$ cat src/rtl/rr_arb8_ctrl_pkg.sv
// rr_arb_pkg: shared constants and FSM encoding for the eight-way round-robin arbiter
package rr_arb_pkg;
  localparam int N = 8;
  localparam int IDX_W = 3;
  localparam int TIMEOUT_DEF = 15;
  typedef enum logic {IDLE = 1'b0, GRANT = 1'b1} state_t;
endpackage

$ cat src/rtl/rr_arb8_ctrl_seg.sv
// seg: seven-segment decoder for a 3-bit index
//   val in  3  digit to show
//   pat out 8  active-high segments {dp,g,f,e,d,c,b,a}
module seg (
  input  logic [2:0] val,
  output logic [7:0] pat
);
  always_comb
    pat = val == 3'd0 ? 8'h3F :
          val == 3'd1 ? 8'h06 :
          val == 3'd2 ? 8'h5B :
          val == 3'd3 ? 8'h4F :
          val == 3'd4 ? 8'h66 :
          val == 3'd5 ? 8'h6D :
          val == 3'd6 ? 8'h7D : 8'h07;
endmodule

$ cat src/rtl/rr_arb8_ctrl.sv
// rr_arb8_ctrl: eight-way round-robin arbiter with grant index on a seven-segment display
//   i_clk in 1, i_rst in 1 (sync, active high), i_req in 8
//   o_gnt out 8 one-hot, o_gnt_idx out 3, o_gnt_vld out 1, o_timeout out 1, o_seg out 8
//   RR_ARB_TIMEOUT_EN: when defined, a grant held TIMEOUT cycles is revoked if others wait
module rr_arb8_ctrl
  import rr_arb_pkg::*;
#(
  parameter int TIMEOUT = TIMEOUT_DEF
) (
  input  logic             i_clk,
  input  logic             i_rst,
  input  logic [N-1:0]     i_req,
  output logic [N-1:0]     o_gnt,
  output logic [IDX_W-1:0] o_gnt_idx,
  output logic             o_gnt_vld,
  output logic             o_timeout,
  output logic [7:0]       o_seg
);
  if (TIMEOUT < 1) begin : g_bad_timeout
    $error("TIMEOUT must be >= 1");
  end
  // first set bit at or above 'from', wrapping; msb of result flags a hit
  function automatic logic [IDX_W:0] pick(input logic [N-1:0] req, input logic [IDX_W-1:0] from);
    logic [N-1:0] rot;
    logic [IDX_W:0] r;
    rot = N'({req, req} >> from);
    r = '0;
    for (int i = N-1; i >= 0; i--) if (rot[i]) r = {1'b1, from + IDX_W'(i)};
    return r;
  endfunction
  state_t state, state_n;
  logic [N-1:0] gnt, gnt_n, others;
  logic [IDX_W-1:0] idx, idx_n, ptr, ptr_n;
  logic [IDX_W:0] p_idle, p_rel;
  logic own, rotate;
  assign own = i_req[idx];
  assign others = i_req & ~(N'(1) << idx);
  assign p_idle = pick(i_req, ptr);
  assign p_rel = pick(others, idx + IDX_W'(1));
`ifdef RR_ARB_TIMEOUT_EN
  localparam int HW = $clog2(TIMEOUT + 1);
  logic [HW-1:0] hold, hold_n;
  logic expire, to, to_n;
  assign expire = hold == HW'(TIMEOUT);
  assign rotate = !own || (expire && |others);
  assign o_timeout = to;
`else
  assign rotate = !own;
  assign o_timeout = 1'b0;
`endif
  always_comb begin
    state_n = state;
    gnt_n = gnt;
    idx_n = idx;
    ptr_n = ptr;
`ifdef RR_ARB_TIMEOUT_EN
    hold_n = (state == GRANT && !expire) ? hold + HW'(1) : '0;
    to_n = 1'b0;
`endif
    if (state == IDLE) begin
      if (p_idle[IDX_W]) begin
        state_n = GRANT;
        idx_n = p_idle[IDX_W-1:0];
        gnt_n = N'(1) << p_idle[IDX_W-1:0];
`ifdef RR_ARB_TIMEOUT_EN
        hold_n = '0;
`endif
      end
    end else if (rotate) begin
      ptr_n = idx + IDX_W'(1);
      if (p_rel[IDX_W]) begin
        idx_n = p_rel[IDX_W-1:0];
        gnt_n = N'(1) << p_rel[IDX_W-1:0];
`ifdef RR_ARB_TIMEOUT_EN
        hold_n = '0;
        to_n = own;
`endif
      end else begin
        state_n = IDLE;
        gnt_n = '0;
      end
    end
  end
  always_ff @(posedge i_clk)
    if (i_rst) begin
      state <= IDLE;
      gnt <= '0;
      idx <= '0;
      ptr <= '0;
`ifdef RR_ARB_TIMEOUT_EN
      hold <= '0;
      to <= 1'b0;
`endif
    end else begin
      state <= state_n;
      gnt <= gnt_n;
      idx <= idx_n;
      ptr <= ptr_n;
`ifdef RR_ARB_TIMEOUT_EN
      hold <= hold_n;
      to <= to_n;
`endif
    end
  assign o_gnt = gnt;
  assign o_gnt_idx = idx;
  assign o_gnt_vld = |gnt;
  seg u_seg (.val(idx), .pat(o_seg));
endmodule

$ cat config.mk
export PLATFORM = sky130hd
export DESIGN_NAME = rr_arb8_ctrl
export DESIGN_NICKNAME = d
export VERILOG_FILES = /design/src/rtl/rr_arb8_ctrl_pkg.sv /design/src/rtl/rr_arb8_ctrl_seg.sv /design/src/rtl/rr_arb8_ctrl.sv
export SDC_FILE = /design/constraint.sdc
export NUM_CORES = 1
export LEC_CHECK = 0
export BUFFER_PORTS_ARGS = -buffer_cell sky130_fd_sc_hd__clkbuf_2
export CORE_ASPECT_RATIO = 1.5
export CORE_UTILIZATION = 25
export DETAILED_ROUTE_END_ITERATION = 6
export GPL_TIMING_DRIVEN = 0
export SETUP_SLACK_MARGIN = 0.05
export SLEW_MARGIN = 20
export SYNTH_ARGS = -nofsm -noshare
export SYNTH_HDL_FRONTEND = slang
export SYNTH_SLANG_ARGS = --single-unit
$ cat constraint.sdc
create_clock -name i_clk -period 3.8 [get_ports i_clk]
set_input_delay 0.19 -clock i_clk [delete_from_list [all_inputs] [get_ports i_clk]]
set_output_delay 0.19 -clock i_clk [all_outputs]
set_load 0.05 [all_outputs]
==> flow_summary.json, run 1 <==
{
  "worst_setup_path_end_kind": "flop",
  "track_usage_pct": 17.2,
  "hold_violations": 0,
  "fin_hold_ws_ns": 0.376,
  "vias_per_cell": 6.01,
  "yosys_warnings": 0,
  "drt_iter0_drc": 219,
  "synthFlopType": "dfxtp_1",
  "fmax_mhz": 276,
  "overflow": 0,
  "fin_skew_ns": 0.00312,
  "critPathKind": "flop to flop",
  "cts.root.buffer_cell": "clkbuf_16",
  "initial_core_util_pct": 25.5,
  "synth_area_leaders": "mux4_2, dfxtp_1, mux2i_1",
  "fp.dieW_um": 95.9,
  "cts_buffers": 3,
  "hpwl_um": 9100,
  "fill_cells": 1395,
  "synth_top_area_share_pct": 11.6,
  "dr.pass1.iters": 5,
  "drcViolationCount": 0,
  "dp_cells": 613,
  "setup_viol_count_final": 0,
  "globalplace.congestion": 0.939,
  "syn-cell-area_um2": 3300,
  "grt_setup_unrepaired": "no",
  "htreeDepth": 1,
  "grt_pass1_wl_um": 18700,
  "coreArea_um2": 13000,
  "status": "completed",
  "clk_latency_ns": 0.24,
  "port_buffers": 26,
  "nNetsFinal": 479,
  "start_kind": "flop",
  "fin_crit_ns": 3.62,
  "rows": 51,
  "antenna_found_initial": 0,
  "fin_crit_sh_pct": 95.2,
  "synth-seq-cells": 15,
  "clockBufferDepth": 2,
  "critPathMaxFanout": 9,
  "grt_max_degree": 11,
  "tritoncts": "done",
  "cp.arrival_ns": 3.78,
  "grt_pass1_vias": 3725,
  "max_slew_margin_pct": 53.8,
  "chipHeight_um": 143,
  "synth_edf_count": 0,
  "cts.reportedPaths.clkPinSlew_ns": 0.05,
  "wl_per_cell_um": 18.8,
  "hold_class": "primary input to flop",
  "dieArea_um2": 13700,
  "max-cap-violations": 0,
  "async_reset_ff_share_pct": 0,
  "avgSynthCellArea_um2": 7.74,
  "drive_gt1_share_pct": 21.2,
  "yosysUniqueCellTypes": 81,
  "final_antenna_net_count": 0,
  "worstPathRequired_ns": 3.96,
  "seq_area_frac_synth_pct": 9.09,
  "syn_inst": 427,
  "io_pins": 31,
  "slew_viol_final": 0,
  "worst_pin_slew_ns": 0.689,
  "syn_to_final_growth_pct": 14.2,
  "post_cts_buffers": 0,
  "synth_area_leader_cell": "mux4_2",
  "wirelength_um": 11600,
  "vias": 3711,
  "diodes": 0,
  "cts.sinks": 15,
  "fin_cells": 617
}
## kinds of logic (layout without fill, tap and decap cells)
logic type,after synthesis,in the layout,synth area share [%]
compound gates,144,144,33.1
xor+xnor,2,2,0.530
fa+ha+maj,10,10,3.79
buf+inv,59,89,8.14
flops,15,15,9.09
mux,44,44,20.3
other cells,1,2,0.113
simple gates,152,152,24.9
## path summary, 6_finish.rpt
check	from	to	slack, ns	depth (start not counted)
worst max-delay path	o_gnt_idx[2]	o_gnt[1]	0.18	12
worst min-delay path	i_rst	o_gnt[1]	0.38	2
worst max register to register	o_gnt_idx[2]	o_gnt[1]	0.18	12
worst min register to register	o_gnt[2]	o_gnt[2]	0.52	2
## metal layers
metal / wire, µm / track usage (%) / vias to the layer above / share of wire (%)
li1: - / - / 1728 / -
met1: 4280 / 18.0 / 1810 / 37
met2: 6260 / 32.3 / 127 / 54
met3: 286 / 0.745 / 46 / 2.5
met4: 797 / 11.3 / 0 / 6.9
met5: 0 / 0 / - / 0
## registers in the layout, indices dropped and copies added, names as in the netlist
register / cells
o_gnt: 8
o_gnt_idx: 3
ptr: 3
state: 1
## synthesized netlist by cell type, drive strengths merged (14+ instances only)
cell,instances
a21oi,27
buf,18
clkbuf,22
dfxtp,15
inv,17
mux2i,18
mux4,17
nand2,35
nand3,14
nor2,29
o211ai,15
o21ai,16
## timing repair
| item | CTS | global route |
|---|---|---|
| hold endpoints to repair | 0 | 0 |
| gates resized for setup | 11 | 11 |
| pin swaps | 0 | 2 |
| hold buffers | 0 | 0 |
| endpoints found under the setup margin | 11 | 11 |
## placed cells by master (no fill, tap or decap), types with 4 or more instances in the layout
master	netlist	routed
and2_1	4	4
mux2i_1	17	17
o21ai_0	12	11
a31oi_1	9	9
mux4_2	17	17
buf_2	8	6
a32oi_1	4	4
buf_4	5	5
a21oi_1	27	26
nor2b_1	10	10
nand2_1	35	35
o32ai_1	5	5
clkbuf_2	0	29
nor3_1	5	5
dfxtp_1	15	13
nand3b_1	7	7
nor4_1	7	7
nand3_1	14	14
o211ai_1	15	15
a211oi_1	7	6
mux2_2	8	8
nor3b_1	7	7
nor2_1	29	29
ha_1	10	10
nand4_1	6	6
a221oi_1	4	4
o22ai_1	4	4
nand2b_1	7	7
or3_1	4	4
clkbuf_1	22	19
buf_1	3	4
a21o_1	5	5
inv_1	15	15
a311oi_1	7	7
o21ai_1	4	5
## area by class of cell
| class | instances | area [µm²] | share of cell area (%) |
|---|---|---|---|
| multi-input combinational | 354 | 2780 | 73.7 |
| timing repair buffer | 26 | 130 | 3.45 |
| inverter | 19 | 75.1 | 1.99 |
| tap | 159 | 199 | 5.27 |
| clock buffer | 4 | 78.8 | 2.09 |
| sequential | 15 | 303 | 8.02 |
| buffer | 40 | 206 | 5.47 |
## through the flow
| stage | area (µm²) | worst slack, ns | TNS (ns) | util, % |
|---|---|---|---|---|
| 2_1_floorplan | 3310 | 0.266 | 0 | - |
| 3_3_place_gp | 3640 | -0.392 | -2.94 | 28.1 |
| 3_5_place_dp | 3640 | -0.324 | -2.49 | 28.1 |
| 4_1_cts | 3750 | 0.0559 | 0 | 28.9 |
| 5_1_grt | 3770 | 0.0452 | 0 | 29.1 |
| 6_report | 3770 | 0.181 | 0 | 29.1 |
## worst max-delay path, stage by stage (launching register included)
cell      delay [ns]
dfxtp_2         0.39
clkbuf_4        0.21
clkinv_2        0.17
ha_1            0.33
clkbuf_4        0.22
mux4_2          0.58
a21boi_1        0.22
nand2_1         0.11
a31oi_1         0.15
o311ai_2        0.39
mux2i_1         0.32
o211ai_1        0.17
a311oi_1        0.28
Power of run 1 is not shown: default switching activity piles up to over one toggle a cycle in this logic, so the estimate is an artifact.
==> run 2, diff against run 1 <==
--- a/config.mk
+++ b/config.mk
@@ -5,6 +5,7 @@
 export SDC_FILE = /design/constraint.sdc
 export NUM_CORES = 1
 export LEC_CHECK = 0
+export ABC_AREA = 1
 export BUFFER_PORTS_ARGS = -buffer_cell sky130_fd_sc_hd__clkbuf_2
 export CORE_ASPECT_RATIO = 1.5
 export CORE_UTILIZATION = 25
==> flow_summary.json, run 2 <==
{
  "status": "completed",
  "synth-seq-cells": 15,
  "cts_buffers": 3,
  "vias_per_cell": 5.03,
  "dp_cells": 572,
  "rows": 44,
  "htreeDepth": 1,
  "grt_max_degree": 13,
  "wirelength_um": 7320,
  "worstPathRequired_ns": 3.94,
  "critPathKind": "flop to flop",
  "syn-cell-area_um2": 2530,
  "dieArea_um2": 10500,
  "crit_family": "simple AND/OR/NAND/NOR gates",
  "cts_resized": 0,
  "seq_area_frac_synth_pct": 11.9,
  "largest_reg_flops": 8,
  "fin_cells": 576,
  "async_reset_ff_share_pct": 0,
  "fin_setup_tns_ns": 0,
  "syn_to_final_growth_pct": 14.6,
  "worst_pin_slew_ns": 0.515,
  "grt_setup_unrepaired": "no",
  "fin_skew_ns": 0.00123,
  "fin_crit_ns": 3.00,
  "grt_pass1_wl_um": 12400,
  "cts.reportedPaths.clkPinSlew_ns": 0.05,
  "vias": 2899,
  "multi_input_area_um2": 1940,
  "io_pins": 31,
  "cp_cell_sequence": "buf_4, inv_4, buf_6, ha_1, buf_2, nand3_1, nand2_1, nand2_1, nand2_1, inv_1, a21oi_1, nand2_1, nand2_1, nand2_1, nand2_1, nand2_1, nand2_1, nor2_1, nor2_1, nor2_1",
  "hold_violations": 0,
  "yosysUniqueCellTypes": 41,
  "clockBufferDepth": 2,
  "overflow": 0,
  "final_antenna_net_count": 0,
  "crit_slowest_cell": "dfxtp_1",
  "tritoncts": "done",
  "initial_core_util_pct": 25.9,
  "port_buffers": 28,
  "yosysMostFrequentCell": "nand2_1",
  "hold_buffers": 0,
  "r2r-end": "o_gnt[5]",
  "nNetsFinal": 482,
  "yosys_warnings": 0,
  "fp.dieW_um": 84.1,
  "cp.depth": 20,
  "synth_edf_count": 0,
  "synth_area_leaders": "nand2_1, nand3_1, dfxtp_1",
  "drive_gt1_share_pct": 22.8,
  "syn_inst": 428,
  "setup_viol_count_final": 0,
  "synthFlopType": "dfxtp_1",
  "reg2reg_depth": 20,
  "fmax_mhz": 333,
  "avgSynthCellArea_um2": 5.91,
  "post_cts_buffers": 0,
  "crit_top_cell": "nand2_1",
  "worst_setup_path_end_kind": "flop",
  "diodes": 0,
  "synth_top_area_share_pct": 18.0,
  "track_usage_pct": 14.3,
  "antenna_found_initial": 0,
  "layout_common_cells": "nand2_1, nand3_1, nor2_1, inv_1, clkbuf_2",
  "crit-reg2reg-launch": "o_gnt_idx[0]",
  "synth_common_cells": "nand2_1, nand3_1, nor2_1",
  "synth_area_leader_cell": "nand2_1",
  "slew_viol_final": 0,
  "dr.pass1.iters": 4,
  "clk_latency_ns": 0.25,
  "grt_pass1_vias": 2922,
  "fin_crit_sh_pct": 79.0,
  "max_slew_margin_pct": 65.6,
  "globalplace.congestion": 0.939,
  "drcViolationCount": 0,
  "critPathMaxFanout": 12,
  "final_util_pct": 29.7,
  "max-cap-violations": 0,
  "path_buf_inv": 5,
  "wl_per_cell_um": 12.7,
  "final_common_cell": "nand2_1",
  "chipHeight_um": 125,
  "hpwl_um": 6080,
  "setup.worst_path.start": "o_gnt_idx[0]",
  "cp.arrival_ns": 3.15,
  "ff2ff_setup_slack_ns": 0.80,
  "slowest_delay_ns": 0.45,
  "coreArea_um2": 9740,
  "cts.sinks": 15,
  "fill_cells": 1070,
  "hold_class": "primary input to flop",
  "cts.root.buffer_cell": "clkbuf_16",
  "crit_path_end": "o_gnt[5]",
  "seq_area_um2": 300,
  "drt_iter0_drc": 106,
  "start_kind": "flop"
}
## run 2: changes by cell type after synthesis, moves of 10 or more
cell      before  now
nand2_1       35  121
nand3_1       14   76
clkbuf_1      22    1
nand2_2        0   20
mux2i_1       17    0
mux4_2        17    0
o211ai_1      15    0
inv_1         15   28
nand3_2        0   10
nor2_1        29   39
nor2b_1       10    0
## run 2: cell type report
type,count,share of cell area (%)
sequential,15,10.4
clock buffer,3,2.59
tap,115,4.97
buffer,16,4.88
clock inverter,1,0.173
timing repair buffer,28,4.84
multi-input combinational,360,66.9
inverter,38,5.27
## run 2: layer usage
| metal | routed length [µm] | part of all wire (%) | vias to the layer above | global-route usage, % |
|---|---|---|---|---|
| li1 | - | - | 1471 | - |
| met5 | 0 | 0 | - | 0 |
| met2 | 4110 | 56 | 77 | 29.0 |
| met1 | 2660 | 36 | 1320 | 13.2 |
| met4 | 379 | 5.2 | 0 | 9.63 |
| met3 | 170 | 2.3 | 31 | 0.858 |
## run 2: cell families (layout without fill, tap and decap cells)
| group | after synthesis | in the layout | share of synthesized area, % |
|---|---|---|---|
| AO/OA/AOI/OAI | 56 | 56 | 13.9 |
| XOR/XNOR | 7 | 7 | 2.43 |
| adder cells (fa/ha/maj) | 10 | 10 | 4.95 |
| buffers and inverters | 54 | 86 | 11.6 |
| flip-flops | 15 | 15 | 11.9 |
| other | 1 | 2 | 0.148 |
| AND/OR/NAND/NOR | 285 | 285 | 55.1 |
## run 2: worst register-to-register path, cell delays in order, from the launching register on
cell and delay [ns]:
dfxtp_1 0.45, buf_4 0.22, inv_4 0.06, buf_6 0.14, ha_1 0.37, buf_2 0.28
nand3_1 0.10, nand2_1 0.13, nand2_1 0.06, nand2_1 0.14, inv_1 0.11, a21oi_1 0.12
nand2_1 0.07, nand2_1 0.05, nand2_1 0.05, nand2_1 0.13, nand2_1 0.11, nand2_1 0.09
nor2_1 0.04, nor2_1 0.12, nor2_1 0.05
## run 2: how the worst min path moves through the flow
stage | start | slack, ns | end | depth (start not counted)
CTS | i_rst | 0.29 | state | 4
detailed placement | o_gnt[2] | 0.53 | o_gnt[2] | 2
floorplan | i_rst | 0.39 | o_gnt_idx[0] | 3
global placement | o_gnt[3] | 0.52 | o_gnt[3] | 2
finish | i_rst | 0.29 | ptr[0] | 4
global route | i_rst | 0.34 | ptr[0] | 4
## run 2: stage by stage
stage          hold slack [ns]  worst slack [ns]  area [µm²]
2_1_floorplan            0.393             0.976        2530
3_3_place_gp             0.521             0.842        2820
3_5_place_dp             0.531             0.832        2820
4_1_cts                  0.289             0.824        2900
5_1_grt                  0.337             0.493        2900
6_report                 0.288             0.796        2900
Power of run 2 is left out for the same reason.
